===== config.mk =====
export PLATFORM = sky130hd
export DESIGN_NAME = uart_tx
export DESIGN_NICKNAME = d
export VERILOG_FILES = /design/src/rtl/uart_tx.sv
export SDC_FILE = /design/constraint.sdc
export NUM_CORES = 1
export LEC_CHECK = 0
export ABC_AREA = 0
export BUFFER_PORTS_ARGS = -buffer_cell sky130_fd_sc_hd__buf_2
export CORE_MARGIN = 3
export CORE_UTILIZATION = 25
export DETAILED_ROUTE_END_ITERATION = 12
export HOLD_SLACK_MARGIN = 0.06
export PLACE_DENSITY = 0.53
export SETUP_SLACK_MARGIN = 0.3
export SLEW_MARGIN = 10
export SYNTH_ARGS = -nofsm -noshare
export SYNTH_HDL_FRONTEND = slang
export SYNTH_SLANG_ARGS = --single-unit

===== constraint.sdc =====
create_clock -name clk -period 1.7 [get_ports clk]
set_input_delay 0.17 -clock clk [delete_from_list [all_inputs] [get_ports clk]]
set_output_delay 0.17 -clock clk [all_outputs]
set_load 0.02 [all_outputs]

===== src/rtl/uart_tx.sv =====
`default_nettype none
// ============================================================================
// Module      : uart_tx
// Description : Serial transmitter. Frames a parallel word as a start bit,
//               DATA_W data bits (LSB first), an optional even-parity bit
//               and a stop bit. Takes bytes over a valid/ready handshake
//               and times each bit with an internal clock divider.
// Revision    : 1.0 - initial release
// ============================================================================
module uart_tx #(
    parameter int DATA_W       = 8,
    parameter int CLKS_PER_BIT = 4,
    parameter int PARITY_EN    = 0
) (
    input  logic              clk,
    input  logic              rst,
    input  logic [DATA_W-1:0] data_in,
    input  logic              valid,
    output logic              ready,
    output logic              tx,
    output logic              busy,
    output logic              done
);

    localparam int DIV_W = $clog2(CLKS_PER_BIT) + 1;
    localparam int BIT_W = $clog2(DATA_W + 1);

    localparam logic [DIV_W-1:0] c_div_last = DIV_W'(CLKS_PER_BIT - 1);
    localparam logic [DIV_W-1:0] c_div_one  = DIV_W'(1);
    localparam logic [BIT_W-1:0] c_bit_last = BIT_W'(DATA_W - 1);
    localparam logic [BIT_W-1:0] c_bit_one  = BIT_W'(1);

    localparam logic [2:0] S_IDLE   = 3'd0;
    localparam logic [2:0] S_START  = 3'd1;
    localparam logic [2:0] S_DATA   = 3'd2;
    localparam logic [2:0] S_PARITY = 3'd3;
    localparam logic [2:0] S_STOP   = 3'd4;

    logic [2:0]        r_state;
    logic [DIV_W-1:0]  r_div;
    logic [BIT_W-1:0]  r_bit_cnt;
    logic [DATA_W-1:0] r_shift;
    logic              r_parity;
    logic              r_tx;
    logic              r_ready;
    logic              r_busy;
    logic              r_done;

    logic [2:0]        w_state_nxt;
    logic [DATA_W-1:0] w_shift_nxt;
    logic              w_accept;
    logic              w_bit_end;
    logic              w_tx_nxt;
    logic              w_ready_nxt;
    logic              w_busy_nxt;
    logic              w_done_nxt;

    // ready is only ever high in IDLE, so this is the acceptance strobe
    assign w_accept  = valid & r_ready;
    assign w_bit_end = (r_div == c_div_last);

    // State register
    always_ff @(posedge clk) begin
        if (rst) begin
            r_state <= S_IDLE;
        end else begin
            r_state <= w_state_nxt;
        end
    end

    // Next-state logic: every non-idle state lasts one full bit period
    always_comb begin
        w_state_nxt = r_state;
        case (r_state)
            S_IDLE: begin
                if (w_accept) begin
                    w_state_nxt = S_START;
                end
            end
            S_START: begin
                if (w_bit_end) begin
                    w_state_nxt = S_DATA;
                end
            end
            S_DATA: begin
                if (w_bit_end && (r_bit_cnt == c_bit_last)) begin
                    w_state_nxt = (PARITY_EN != 0) ? S_PARITY : S_STOP;
                end
            end
            S_PARITY: begin
                if (w_bit_end) begin
                    w_state_nxt = S_STOP;
                end
            end
            S_STOP: begin
                if (w_bit_end) begin
                    w_state_nxt = S_IDLE;
                end
            end
            default: w_state_nxt = S_IDLE;
        endcase
    end

    // Output logic: next values of the registered outputs, decoded from the
    // next state so tx changes exactly on the bit boundary without glitches
    always_comb begin
        w_shift_nxt = r_shift;
        if (w_accept) begin
            w_shift_nxt = data_in;
        end else if ((r_state == S_DATA) && w_bit_end) begin
            w_shift_nxt = r_shift >> 1;
        end

        w_tx_nxt = 1'b1;
        case (w_state_nxt)
            S_START:  w_tx_nxt = 1'b0;
            S_DATA:   w_tx_nxt = w_shift_nxt[0];
            S_PARITY: w_tx_nxt = r_parity;
            default:  w_tx_nxt = 1'b1;
        endcase

        w_ready_nxt = (w_state_nxt == S_IDLE);
        w_busy_nxt  = (w_state_nxt != S_IDLE);
        w_done_nxt  = (r_state == S_STOP) && w_bit_end;
    end

    // Datapath: bit divider, data-bit counter, shift register and outputs
    always_ff @(posedge clk) begin
        if (rst) begin
            r_div     <= '0;
            r_bit_cnt <= '0;
            r_shift   <= '0;
            r_parity  <= 1'b0;
            r_tx      <= 1'b1;
            r_ready   <= 1'b1;
            r_busy    <= 1'b0;
            r_done    <= 1'b0;
        end else begin
            if ((r_state == S_IDLE) || w_bit_end) begin
                r_div <= '0;
            end else begin
                r_div <= r_div + c_div_one;
            end

            if (w_accept) begin
                r_bit_cnt <= '0;
                r_parity  <= ^data_in;
            end else if ((r_state == S_DATA) && w_bit_end) begin
                r_bit_cnt <= r_bit_cnt + c_bit_one;
            end

            r_shift <= w_shift_nxt;
            r_tx    <= w_tx_nxt;
            r_ready <= w_ready_nxt;
            r_busy  <= w_busy_nxt;
            r_done  <= w_done_nxt;
        end
    end

    assign tx    = r_tx;
    assign ready = r_ready;
    assign busy  = r_busy;
    assign done  = r_done;

endmodule
`default_nettype wire


## Word level (Yosys, flattened, before mapping)

Index checks and enable logic that the tools add are counted.

| cells by class | value |
|---|---|
| reductions and logical operators | 11 |
| bitwise gates (word level) | 1 |
| mux-type cells | 9 |
| add/sub/neg operators | 2 |
| equal/unequal tests | 9 |

Operators by type and width:

| operator | count |
|---|---|
| $mux W8 | 2 |
| $eq A3 B2 Y1 const B | 5 |
| $mux W3 | 5 |
| $pmux W3 S5 | 1 |
| $reduce_xor A8 Y1 | 1 |
| $eq A3 B1 Y1 const B | 2 |
| $logic_not A3 Y1 | 2 |
| $add A4 B1 Y4 const B | 1 |
| $eq A4 B3 Y1 const B | 1 |
| $reduce_or A2 Y1 | 2 |
| $add A3 B1 Y3 const B | 1 |
| $eq A3 B3 Y1 const B | 1 |
| $logic_and A1 B1 Y1 | 3 |
| $pmux W1 S3 | 1 |
| $reduce_bool A3 Y1 | 1 |
| $reduce_bool A2 Y1 | 1 |
| $and A1 B1 Y1 | 1 |
| $logic_or A1 B1 Y1 | 1 |

| storage, ports and cells | value |
|---|---|
| flip-flop bits (word level) | 23 |
| output and inout port bits | 4 |
| word-level logic and storage cells | 42 |
| bits of input ports | 11 |

## Logic depth before layout (Yosys ltp)

| depth | value |
|---|---|
| depth after elaboration | 6 |
| depth in mapped cells | 7 |
| mapped depth without buffers | 6 |

## Worst setup path before layout

No wires, ideal clock.

| timing path | value |
|---|---|
| kind | reg-to-reg |
| start | register r_div[0] |
| end | register r_tx, in the netlist tx |
| stages on the path, launching flop included | 7 |
| setup slack | 0.055 ns |
| setup time | 0.130 ns |
| arrival time | 1.515 ns |
| data required time | 1.570 ns |
| period minus slack after synthesis | 1.645 ns |
| path buffers | 0 |
| cell sequence | dfxtp_1 -> ha_1 -> ha_1 -> and4bb_4 -> mux2_4 -> mux2i_4 -> a32oi_1 |

| on the way | value |
|---|---|
| longest elaborated chain between the ends | 6 |
| elaborated cells between the ends (all ways) | 14 |
| classes of those cells | eq/ne: 4; mux: 8; reduce/logical: 2 |

Ends and longest elaborated chain:

| what | RTL line | RTL |
|---|---|---|
| start, declared | 40 | `logic [DIV_W-1:0] r_div;` |
| start signal, assigned | 142 | `r_div <= r_div + c_div_one;` |
| $eq A3 B2 Y1 * | 60 | `assign w_bit_end = (r_div == c_div_last);` |
| $logic_and A1 B1 Y1 | 86 | `if (w_bit_end && (r_bit_cnt == c_bit_last)) begin` |
| $mux W3 | 86 |  |
| $pmux W3 S5 | 74 | `case (r_state)` |
| $eq A3 B2 Y1 or $eq A3 B1 Y1 (tied branches) | 115 | `case (w_state_nxt)` |
| $pmux W1 S3 * | 115 |  |
| end signal, assigned | 153 | `r_tx <= w_tx_nxt;` |
| end, declared | 44 | `logic r_tx;` |

Mark *: on every way between the ends. The rest lies on a longest branch, timed or not. The select of a mux whose other input is x is not followed.
A chain may end at the register's enable or synchronous reset.

## Final worst setup path

Same ends and word-level chain as after synthesis.

==> results.txt <==
The routed length per instance was 11.8 microns; the number of antenna violations at the first check in global routing was 0. Setup repair after global routing could not meet its margin everywhere. The library cell contributing the largest single delay on the critical path was dfxtp_2.

Entering global routing, the biggest net connects 21 pins. Share of final-layout standard cells stronger than drive strength 1: 27.0%. The logs give 1 for the H-tree depth and 74.0% for the worst max-slew margin expressed relative to the limit. Across the routed clock network, the largest skew measured is 0.00291 ns. In this run the biggest area consumer among cell types represents 43.7% of the synthesized area. The cell area that synthesis handed to floorplanning was 1050 sq um.

Measured along the x axis, the die boundary spans 71.0 microns. Dividing the detail-routed via count by the number of cells gives 4.57. The run gives 0.26 ns as the insertion delay to the later sink of the worst-skew pair. Ranked by total cell area, the synthesized netlist is headed by dfxtp_1, mux2i_1, xnor2_1.

The net count of the finished layout came out at 137. The logs give 27.4% for the effective utilization at floorplan and 0 for the number of endpoints failing setup at the final stage. After routing, the total negative slack on setup checks comes to 0 ns. The final route contains 777 vias. The analysis attributes to cell leakage a power of 0.481 nW. In the global route stage, overall resource usage came out at 8.78%. After detailed placement, the total cell area comes to 1190 sq um. The tools report the library cell used as clock root buffer as clkbuf_8. The tools report the data arrival time of the critical path as 1.69 ns. The worst setup path is of the reg2reg kind.

The largest incremental delay on the critical path was 0.35 ns; the iteration count of the initial detailed-routing pass was 4. The measured slew at the worst slew-check pin was 0.390 ns. Traced cell by cell, the critical path runs through ha_4, ha_4, and4bb_4, mux2_4, mux2i_4, a32oi_1. The number of design rule violations left after detail routing was 0. The tools report the peak supply drop as 0.489 mV. The core area was 3850 sq um.

For this design the ratio of total power to cell area is 846 nW/um^2. The synthesized netlist contains 32 unique library cells. The run finished with clean final reports.

Pin placement for this block handled 15 I/O pins. The finished cells cover 1260 sq um. Sequential cells were found to cover 43.7% of the synthesized design area. The run gives 22 as the cell row count. For the number of nets with antenna violations after detailed routing, the log shows 0.

The tools report the total of warnings raised by yosys as 0. The largest fanout of any net on the critical path was 2. The most common cell type on the critical path is ha_4. Synthesis produced a netlist with a net count of 120.

The worst hold path class is in2reg. For this run, the top clock speed supported by timing is 645 MHz. After global routing the overflow that remains totals 0.

TritonCTS built the clock tree. The number of inserted diodes came out at 0. Wires add up to 2010 microns. The area growth from synthesis to layout was 19.8%.

STA classifies the critical path endpoint as a flop. Detailed placement finished with a half-perimeter wire length of 1470 microns. In the post-route analysis, the smallest setup slack over all paths is 0.150 ns. The die is 71.0 microns tall.

The category of the worst setup path launch point is a flop. No sink is reached through more buffers than the 2 on the longest clock path. Counting flops and latches in the post-synthesis netlist gives 23. The run gives 3580 microns as the wire length of the first global-routing pass. Critical path startpoint: r_div[0]. The total clock sinks is 23, and the final max-slew violation count is 0. The cell count after synthesis came out at 106. After layout, the worst path uses 91.2% of the clock period. The violation count after the first detailed-route iteration was 21; the count of input and output buffers was 14. Time the worst path needs with I/O delays and setup: 1.55 ns. The tools report the number of buffers created by CTS as 3. The logs give 0.773 for the weighted congestion at the end of routability-driven global placement and 0.0746 ns for the worst setup slack before clock tree synthesis. A synthesized cell averages 9.95 sq um. The biggest area contributor in the post-synthesis netlist is dfxtp_1. The worst register-to-register path begins at r_div[0]. The tools report the area enclosed by the die boundary as 5030 sq um.

The count of maximum capacitance violations was 0. The sum of buffers and inverters on the critical path came out at 0. On the critical path the largest part of the delay comes from multiplexers.

The worst hold path begins at data_in[7]. The final hold violation count was 0. The required time at the endpoint of the critical path is 1.83 ns, and the clock input transition at the sequential cells of the worst setup and hold paths is 0.08 ns. The layout has 415 filler cells.

The tools report the number of global-route vias before repair as 814.
[worst paths after layout]
path	slack, ns	cells after the start	end
setup reg to reg	0.15	6	tx
setup / recovery	0.15	6	tx
hold / removal	0.19	3	r_shift[7]
hold reg to reg	0.43	1	r_div[0]
[layer usage]
layer	track usage (%)	vias to the layer above	wire [microns]
met5	0	-	0
met4	5.64	0	55
met3	0.852	4	41
met2	14.2	15	948
met1	11.1	357	963
li1	-	401	-
[synthesized netlist by cell type]
| cell | number |
|---|---|
| dfxtp_1 | 23 |
| nor2_1 | 14 |
| xnor2_1 | 8 |
| a211oi_1 | 7 |
| mux2i_1 | 7 |
| nor3_1 | 7 |
| a21oi_1 | 4 |
| clkbuf_1 | 3 |
| ha_1 | 3 |
| inv_1 | 3 |
| nand2_1 | 3 |
| buf_2 | 2 |
| nand3b_1 | 2 |
| xor2_1 | 2 |
| a21o_1 | 1 |
| a32oi_1 | 1 |
| and2_1 | 1 |
| and3b_1 | 1 |
| and4b_1 | 1 |
| and4bb_4 | 1 |
| buf_12 | 1 |
| mux2_4 | 1 |
| mux2i_4 | 1 |
| nand3_1 | 1 |
| nand4_1 | 1 |
| nor2b_1 | 1 |
| nor4_1 | 1 |
| o211a_1 | 1 |
| o211ai_1 | 1 |
| o21a_1 | 1 |
| o21ba_2 | 1 |
| or3_1 | 1 |
[power by group]
group	switching [W]	leakage, nW	internal [W]	total, W
combinational	0.0000823	0.266	0.0000725	0.000155
clock	0.000164	0.0255	0.000163	0.000327
sequential	0.0000171	0.189	0.000569	0.000586
[flip-flops by register name, indices dropped and copies added (netlist names)]
signal,cells
busy,1
tx,1
ready,1
done,1
r_bit_cnt,4
r_parity,1
r_div,3
r_shift,8
r_state,3
[final cells by class]
type	instances	area (sq um)	area share, %
Multi-Input combinational cell	74	579	45.8
Sequential cell	23	463	36.6
Timing Repair Buffer	18	104	8.22
Tap cell	48	60.1	4.75
Clock buffer	3	41.3	3.27
Inverter	3	11.3	0.891
Clock inverter	1	5.00	0.396
[placed cells by master (no fill, tap or decap), types with 2 or more instances in the layout]
cell,count
inv_1,3
clkbuf_8,3
mux2i_1,7
dfxtp_1,21
xor2_1,2
dfxtp_2,2
nand3b_1,2
a21oi_1,2
xnor2_1,8
a21oi_2,2
ha_4,2
buf_2,14
nand2_1,3
buf_4,3
nor3_1,7
nor2_1,14
a211oi_1,7
[kinds of logic (layout without fill, tap and decap cells)]
group	after synthesis	in the layout	share of synthesized area (%)
xor gates and xnor gates	10	10	8.30
adders and majority gates	3	3	3.56
buffers and inverters	9	25	4.98
AOI/OAI and AO/OA	17	17	11.7
and+or+nand+nor	35	35	17.6
muxes	9	9	10.2
DFF	23	23	43.7
[metrics by stage]
step,total power (W),hold slack [ns],utilization [%],cells
2_1_floorplan,0.000706,0.306,-,106
3_3_place_gp,0.000748,0.413,31.0,165
3_5_place_dp,0.000751,0.424,31.0,165
4_1_cts,0.00108,0.174,32.5,170
5_1_grt,0.00113,0.209,32.8,170
6_report,0.00107,0.194,32.8,170
[worst min-delay path, stage by stage]
cell	delay, ns
buf_2	0.12
nand2_1	0.07
a21oi_2	0.05
[what timing repair did]
item	CTS	global route
hold buffers	0	0
endpoints found under the hold margin	0	0
pin swaps	4	3
resized for setup	1	3
buffers inserted	1	0
endpoints found under the setup margin	13	18
Power figures use the tool's default switching activity.
